===== src/rtl/uart_tx.sv =====
// ---------------------------------------------------------------------------
// uart_tx
//
// Serial transmitter for the 8N1 frame format. The frame is one start bit (0),
// then eight data bits sent LSB first, then one stop bit (1). There is no
// parity bit.
//
// Every output comes straight from a flop. Each register's next value is
// computed in one combinational block and loaded on the rising clock edge.
//
// Parameters:
//   CLKS_PER_BIT  clock cycles per serial bit period (2..65535)
//
// Ports:
//   clk       system clock, rising-edge active
//   rst       asynchronous active-high reset
//   tx_start  send request, sampled on each rising edge while idle
//   tx_data   byte to send, captured only on the accepting edge
//   tx_out    serial line, idle/mark level is 1
//   tx_busy   high while a frame is in progress
//   tx_done   one-cycle pulse in the first idle cycle after a frame
// ---------------------------------------------------------------------------
module uart_tx #(
    parameter int unsigned CLKS_PER_BIT = 10
) (
    input  logic       clk,
    input  logic       rst,
    input  logic       tx_start,
    input  logic [7:0] tx_data,
    output logic       tx_out,
    output logic       tx_busy,
    output logic       tx_done
);

    localparam int unsigned CNT_W = $clog2(CLKS_PER_BIT);
    localparam logic [CNT_W-1:0] LAST_CNT = CNT_W'(CLKS_PER_BIT - 1);

    typedef enum logic [1:0] {
        IDLE  = 2'd0,
        START = 2'd1,
        DATA  = 2'd2,
        STOP  = 2'd3
    } state_t;

    state_t           state_r, state_s;
    logic [CNT_W-1:0] cnt_r, cnt_s;
    logic [2:0]       idx_r, idx_s;
    logic [7:0]       shreg_r, shreg_s;
    logic             out_r, out_s;
    logic             busy_r, busy_s;
    logic             done_r, done_s;
    logic             wrap_s;

    // Next-state and next-output logic. The line level, busy and done are
    // computed here one cycle early so that they can come straight from flops.
    always_comb begin
        state_s = state_r;
        cnt_s   = cnt_r;
        idx_s   = idx_r;
        shreg_s = shreg_r;
        out_s   = out_r;
        busy_s  = busy_r;
        done_s  = 1'b0;
        wrap_s  = (cnt_r == LAST_CNT);

        case (state_r)
            IDLE: begin
                cnt_s = {CNT_W{1'b0}};
                idx_s = 3'd0;
                if (tx_start) begin
                    state_s = START;
                    shreg_s = tx_data;
                    out_s   = 1'b0;
                    busy_s  = 1'b1;
                end else begin
                    state_s = IDLE;
                    out_s   = 1'b1;
                    busy_s  = 1'b0;
                end
            end

            START: begin
                if (wrap_s) begin
                    cnt_s   = {CNT_W{1'b0}};
                    state_s = DATA;
                    out_s   = shreg_r[0];
                end else begin
                    cnt_s = cnt_r + CNT_W'(1);
                end
            end

            DATA: begin
                if (wrap_s) begin
                    cnt_s = {CNT_W{1'b0}};
                    if (idx_r == 3'd7) begin
                        state_s = STOP;
                        out_s   = 1'b1;
                    end else begin
                        // The bit on the line is always shreg_r[0]. Shift the
                        // register and present the bit that moves down next.
                        idx_s   = idx_r + 3'd1;
                        shreg_s = {1'b0, shreg_r[7:1]};
                        out_s   = shreg_r[1];
                    end
                end else begin
                    cnt_s = cnt_r + CNT_W'(1);
                end
            end

            STOP: begin
                if (wrap_s) begin
                    cnt_s   = {CNT_W{1'b0}};
                    state_s = IDLE;
                    out_s   = 1'b1;
                    busy_s  = 1'b0;
                    done_s  = 1'b1;
                end else begin
                    cnt_s = cnt_r + CNT_W'(1);
                end
            end

            default: begin
                state_s = IDLE;
                cnt_s   = {CNT_W{1'b0}};
                idx_s   = 3'd0;
                out_s   = 1'b1;
                busy_s  = 1'b0;
            end
        endcase
    end

    // State and output registers. Reset forces the line to mark at once,
    // which aborts any frame in progress without a done pulse.
    always_ff @(posedge clk or posedge rst) begin
        if (rst) begin
            state_r <= IDLE;
            cnt_r   <= {CNT_W{1'b0}};
            idx_r   <= 3'd0;
            shreg_r <= 8'h00;
            out_r   <= 1'b1;
            busy_r  <= 1'b0;
            done_r  <= 1'b0;
        end else begin
            state_r <= state_s;
            cnt_r   <= cnt_s;
            idx_r   <= idx_s;
            shreg_r <= shreg_s;
            out_r   <= out_s;
            busy_r  <= busy_s;
            done_r  <= done_s;
        end
    end

    assign tx_out  = out_r;
    assign tx_busy = busy_r;
    assign tx_done = done_r;

endmodule


===== config.mk =====
export PLATFORM = sky130hd
export DESIGN_NAME = uart_tx
export DESIGN_NICKNAME = d
export VERILOG_FILES = /design/src/rtl/uart_tx.sv
export SDC_FILE = /design/constraint.sdc
export NUM_CORES = 1
export LEC_CHECK = 0
export CAP_MARGIN = 20
export CORE_UTILIZATION = 25
export DETAILED_ROUTE_END_ITERATION = 10
export PLACE_DENSITY_LB_ADDON = 0.25
export SLEW_MARGIN = 30
export SYNTH_ARGS = -nofsm -noshare
export SYNTH_HDL_FRONTEND = slang
export SYNTH_SLANG_ARGS = --single-unit

===== constraint.sdc =====
create_clock -name clk -period 2.5 [get_ports clk]
set_clock_uncertainty 0.1 [all_clocks]
set_input_delay 0.5 -clock clk [delete_from_list [all_inputs] [get_ports clk]]
set_output_delay 0.5 -clock clk [all_outputs]
set_load 0.05 [all_outputs]

==> Yosys cells after proc, flatten, opt, wreduce, memory -nomap -nowiden <==
Index checks and enable logic that the tools add are counted.
{ "word_totals": {"inputBits": 11, "word_cells": 55, "out_inout_bits": 3, "ff_bits": 20} }
{ "classes": {"reduce_logical": 9, "muxes": 26, "n_addsub": 2, "n_eq_ne": 11} }
{ "op_table": {"columns": ["cell", "n"], "rows": [
  ["two-way mux 8 bit", 3],
  ["case mux 8 bit (2 select lines)", 1],
  ["inequality test 2 bit (second input constant)", 6],
  ["two-way mux 1 bit", 10],
  ["two-way mux 2 bit", 4],
  ["case mux 2 bit (4 select lines)", 1],
  ["case mux 4 bit (2 select lines)", 1],
  ["AND reduction 4 bit", 2],
  ["two-way mux 3 bit", 2],
  ["case mux 3 bit (2 select lines)", 1],
  ["AND reduction 3 bit", 2],
  ["adder 4 x 1 -> 4 bit (second input constant)", 1],
  ["== test 2 bit (second input constant)", 2],
  ["== test 4 bit (second input constant)", 1],
  ["two-way mux 4 bit", 1],
  ["case mux 1 bit (4 select lines)", 1],
  ["nonzero test 2 bit", 2],
  ["adder 3 x 1 -> 3 bit (second input constant)", 1],
  ["== test 3 bit (second input constant)", 1],
  ["OR reduction 3 bit", 1],
  ["== test 2 x 1 -> 1 bit (second input constant)", 1],
  ["logical NOT 2 bit", 1],
  ["case mux 1 bit (2 select lines)", 1],
  ["AND reduction 2 bit", 1]
]} }

==> Depth between registers and ports, before layout <==
{ "depth": {"ltp_word": 4, "depth_mapped": 8, "depth_no_buf": 6} }

==> Least setup slack after synthesis <==
Ideal clock, no wire load.
{ "synth_timing": {"kind": "register -> register", "startpoint": "register state_r[0]", "endpoint": "register shreg_r[4]", "period_less_slack_ps": 1787, "slack_ps": 713, "t_required_ps": 2273, "path_stages_with_launch": 9, "path_buffers": 2, "setup_ps": 127, "arrival_time_ps": 1560, "path_cell_list": "dfrtp_1 > inv_1 > ha_1 > buf_2 > and2_1 > buf_2 > a22oi_1 > nor2_1 > a311o_2"} }
{ "synth_between": {"elab_chain_cells": 3, "word_cells_on_any_way": 8, "classes_between": "4 x eq/ne; 1 x mux; 3 x reduce/logical"} }
{ "synth_lines": {"columns": ["item", "line", "source"], "rows": [
  ["from (decl)", "45", "state_t state_r, state_s;"],
  ["from (signal assigned)", "144", "state_r <= state_s;"],
  ["== test 2 bit or logical NOT 2 bit (tied branches)", "66", "case (state_r)"],
  ["inequality test 2 bit (no line) or nonzero test 2 bit (tied branches)", null, null],
  ["AND reduction 4 bit (no line)", null, null],
  ["to (signal assigned)", "147", "shreg_r <= shreg_s;"],
  ["to (decl)", "48", "logic [7:0] shreg_r, shreg_s;"]
]} }
Parallel ways exist; a longest one is shown, timed or not.
A chain may end at the register's enable or synchronous reset.

==> Worst setup path in the final report <==
{ "layout_timing": {"startpoint": "register out_r (netlist: tx_out)", "endpoint": "output tx_out"} }
{ "layout_rtl": {"columns": ["item", "line", "source"], "rows": [
  ["from (decl)", "49", "logic out_r, out_s;"],
  ["from (signal assigned)", "148", "out_r <= out_s;"],
  ["to (decl)", "30", "output logic tx_out,"]
]} }
No word-level cell between the ends.

==> impl_metrics.ini <==
[logic_synthesis]
synth-seq-area-share = 0.436
post_synth_num_cell_types = 35
asyncSetResetFlopFracSynth = 1.00
yosys.area.top_type = sky130_fd_sc_hd__dfrtp_1
syn-instance-count = 115
synth-edff-count = 0
postSynth.topFlopCell = sky130_fd_sc_hd__dfrtp_1
synth.net_count = 133
synth_seq_cells = 20
total_of_warnings_raised_by_yosys = 0
synth.top_cell.area_share = 0.413
mappedNetlistArea_um2 = 1150
synth_area_leaders = sky130_fd_sc_hd__dfrtp_1 (41%), sky130_fd_sc_hd__ha_1 (7.6%), sky130_fd_sc_hd__a22oi_1 (5.2%)
mean_syn_cell_area_um2 = 10.0

[clock_tree]
clkLatencyLatePin_ns = 0.26
clock_sink_count = 20
cts_tree = done
cts-buffers-inserted = 3
register_clock_pin_slew_on_the_reported_worst_setup_and_hold_paths_ns = 0.08
postCtsHoldBufs = 0
cts.root.buffer_cell = sky130_fd_sc_hd__clkbuf_8
post-cts-setup-buffers = 0
cts.repair.resized = 0
cts_max_level = 1
max-clock-path-buffers = 2

[placed_design]
placedInstanceArea_um2 = 1340
post-place-ws_ns = 0.486
numPlacedInstances = 177
dp_hpwl_mm = 1.85
buffers_on_ports = 13
gp_congestion = 0.753

[sta]
setup_viol = 0
final-hold-violation-count = 0
rsz0062_at_grt = false
fin_worst_hold_slack_ns = 0.399
period_needed_ns = 2.19
maxSlewViolCount = 0
timing.final.ws_setup_ns = 0.314
max_freq_ghz = 0.457
min_period_over_period = 0.874
tns_ns = 0
worstMarginPinSlew_ns = 0.498
slew_margin_rel = 0.667

[route]
routed.top_layer = met4
drtAntennaViolNets = 0
route.met2.wl_mm = 1.08
detailedRoute.firstIterationViolations = 35
route.detailed.wl_per_inst_um = 13.5
met1_length_mm = 1.26
detail_route.first_pass.iterations = 4
route.detailed.drc = 0
vias_per_cell = 4.93
vias = 892
totalWireLength_mm = 2.44
detailroute.wirelength.met3_um = 82

[critical_path]
critical_path_buf_inv_count = 1
cp_max_fo = 2
r2r-end = shreg_r[6]$_DFFE_PP0P_
critPathKind = flip-flop to output pin
reg2reg_setup_slack_ns = 0.59
worst_ep_required_time_ns = 1.90
worst_setup_path_end_kind = output pin
crit_path_max_incr_delay_ns = 0.80
timing.rr.start = state_r[0]$_DFFE_PP0P_
crit_chain = clkdlybuf4s50_1
critical_path.startpoint_type = flip-flop
slowest_stage = sky130_fd_sc_hd__clkdlybuf4s50_1
critPathArrivalTime_ns = 1.59
crit_family = buffers and inverters
r2r_cells = 6

[global_route]
first_global_vias = 913
grt_start_max_net_pins = 21
grt_overflow_total = 0
grt_first_pass_wirelength_mm = 4.26
number_of_antenna_violations_at_the_first_check_in_global_routing = 0
gr-usage-all-layers = 0.106

[cells_and_area]
multiInputGateArea_um2 = 594
antenna_cells_inserted = 0
fin_nets = 148
final_cell_count_no_fill = 181
post_route_cells_drive_above_1_share = 0.109
seqCellArea_um2 = 502
area.growth.synth_to_final_pct = 20.1
finish.instance_area_um2 = 1380
final.fill_count = 452

[hold_path]
min_from = idx_r[0]$_DFFE_PP0P_
min-delay-path-class = flip-flop to flip-flop
worstHoldPathCells = 1
min_delay_worst_endpoint = idx_r[0]$_DFFE_PP0P_

[floorplanning]
top_level_ports = 14
core_area_um2 = 4380
core.rowCount = 24
die_area_um2 = 4870
die_width_um = 69.8
floorplan.die.height_um = 69.8
floorplan.initialDensity = 0.262

[pwr]
cellLeakagePower_nw = 0.622
vdd.ir_drop.worst_uv = 187
power_density_nw_per_um2 = 411

[outcome]
status = finished clean

[run]
maxCapViolCount = 0
[cells by family (layout without fill, tap and decap cells)]
logic type | Yosys count | count (layout) | synth area share
compound gates | 37 | 37 | 0.235
xor+xnor | 1 | 1 | 0.00762
fa+ha+maj | 7 | 7 | 0.0762
buf+inv | 13 | 27 | 0.0468
flops | 20 | 20 | 0.436
mux | 6 | 6 | 0.0555
simple gates | 31 | 31 | 0.143
[worst register-to-register path, cell delays in order (launching register included)]
cell and delay, ns:
sky130_fd_sc_hd__dfrtp_1 0.41, sky130_fd_sc_hd__inv_1 0.13, sky130_fd_sc_hd__ha_1 0.31, sky130_fd_sc_hd__buf_4 0.25, sky130_fd_sc_hd__o211ai_1 0.18, sky130_fd_sc_hd__a21oi_1 0.27
sky130_fd_sc_hd__o22a_1 0.19
[metal layers]
metal	vias up	track usage
met5	-	0
met3	4	0.0233
met1	424	0.148
met2	18	0.169
li1	446	-
met4	0	0.0200
[power breakdown]
group	switching [mW]	leakage [nW]	internal, mW
clock	0.107	0.0228	0.113
sequential	0	0.245	0.323
combinational	0.00915	0.354	0.0151
[final cells by class]
type,count,area share
multi-input combinational,82,0.430
sequential,20,0.363
timing repair buffer,15,0.105
tap,52,0.0471
clock buffer,4,0.0326
inverter,8,0.0217
[cell usage in the layout (no fill, tap or decap), types with 3 or more instances in the layout]
| master | synthesis | routed |
|---|---|---|
| sky130_fd_sc_hd__mux2i_1 | 3 | 3 |
| sky130_fd_sc_hd__mux2_2 | 3 | 3 |
| sky130_fd_sc_hd__nor2_1 | 11 | 11 |
| sky130_fd_sc_hd__a22oi_1 | 8 | 8 |
| sky130_fd_sc_hd__ha_1 | 7 | 7 |
| sky130_fd_sc_hd__dfrtp_1 | 19 | 19 |
| sky130_fd_sc_hd__nand2_1 | 8 | 8 |
| sky130_fd_sc_hd__a21oi_1 | 3 | 3 |
| sky130_fd_sc_hd__o21ai_0 | 7 | 7 |
| sky130_fd_sc_hd__clkbuf_8 | 0 | 3 |
| sky130_fd_sc_hd__o2bb2ai_1 | 4 | 4 |
| sky130_fd_sc_hd__nand3_1 | 3 | 3 |
| sky130_fd_sc_hd__clkdlybuf4s50_1 | 0 | 13 |
| sky130_fd_sc_hd__inv_1 | 8 | 8 |
[cell usage after synthesis (3+ instances only)]
cell / number
sky130_fd_sc_hd__a21oi_1: 3
sky130_fd_sc_hd__buf_2: 4
sky130_fd_sc_hd__o21ai_0: 7
sky130_fd_sc_hd__a22oi_1: 8
sky130_fd_sc_hd__mux2_2: 3
sky130_fd_sc_hd__o2bb2ai_1: 4
sky130_fd_sc_hd__mux2i_1: 3
sky130_fd_sc_hd__dfrtp_1: 19
sky130_fd_sc_hd__nand2_1: 8
sky130_fd_sc_hd__inv_1: 8
sky130_fd_sc_hd__nand3_1: 3
sky130_fd_sc_hd__ha_1: 7
sky130_fd_sc_hd__nor2_1: 11
[sequential cells by signal, summed over array words and instances (netlist names)]
name / cells
state_r: 2
tx_out: 1
shreg_r: 8
cnt_r: 4
tx_done: 1
idx_r: 3
tx_busy: 1
[stage by stage]
step | power (mW) | util
after floorplan | 0.335 | -
after global placement | 0.355 | 0.305
after detailed placement | 0.355 | 0.305
after CTS | 0.574 | 0.315
after global routing | 0.582 | 0.315
final | 0.568 | 0.315
[worst max-delay path by stage]
stage / start / to / slack [ns] / cells after the start
global placement: tx_start / shreg_r[5]$_DFFE_PP0P_ / 0.50 / 5
floorplan: state_r[0]$_DFFE_PP0P_ / shreg_r[4]$_DFFE_PP0P_ / 0.71 / 8
CTS: tx_out$_DFFE_PP1P_ / tx_out / 0.30 / 1
global route: tx_out$_DFFE_PP1P_ / tx_out / 0.27 / 1
finish: tx_out$_DFFE_PP1P_ / tx_out / 0.31 / 1
detailed placement: tx_start / shreg_r[0]$_DFFE_PP0P_ / 0.49 / 5
No activity file was read; power rests on OpenSTA's default activity.
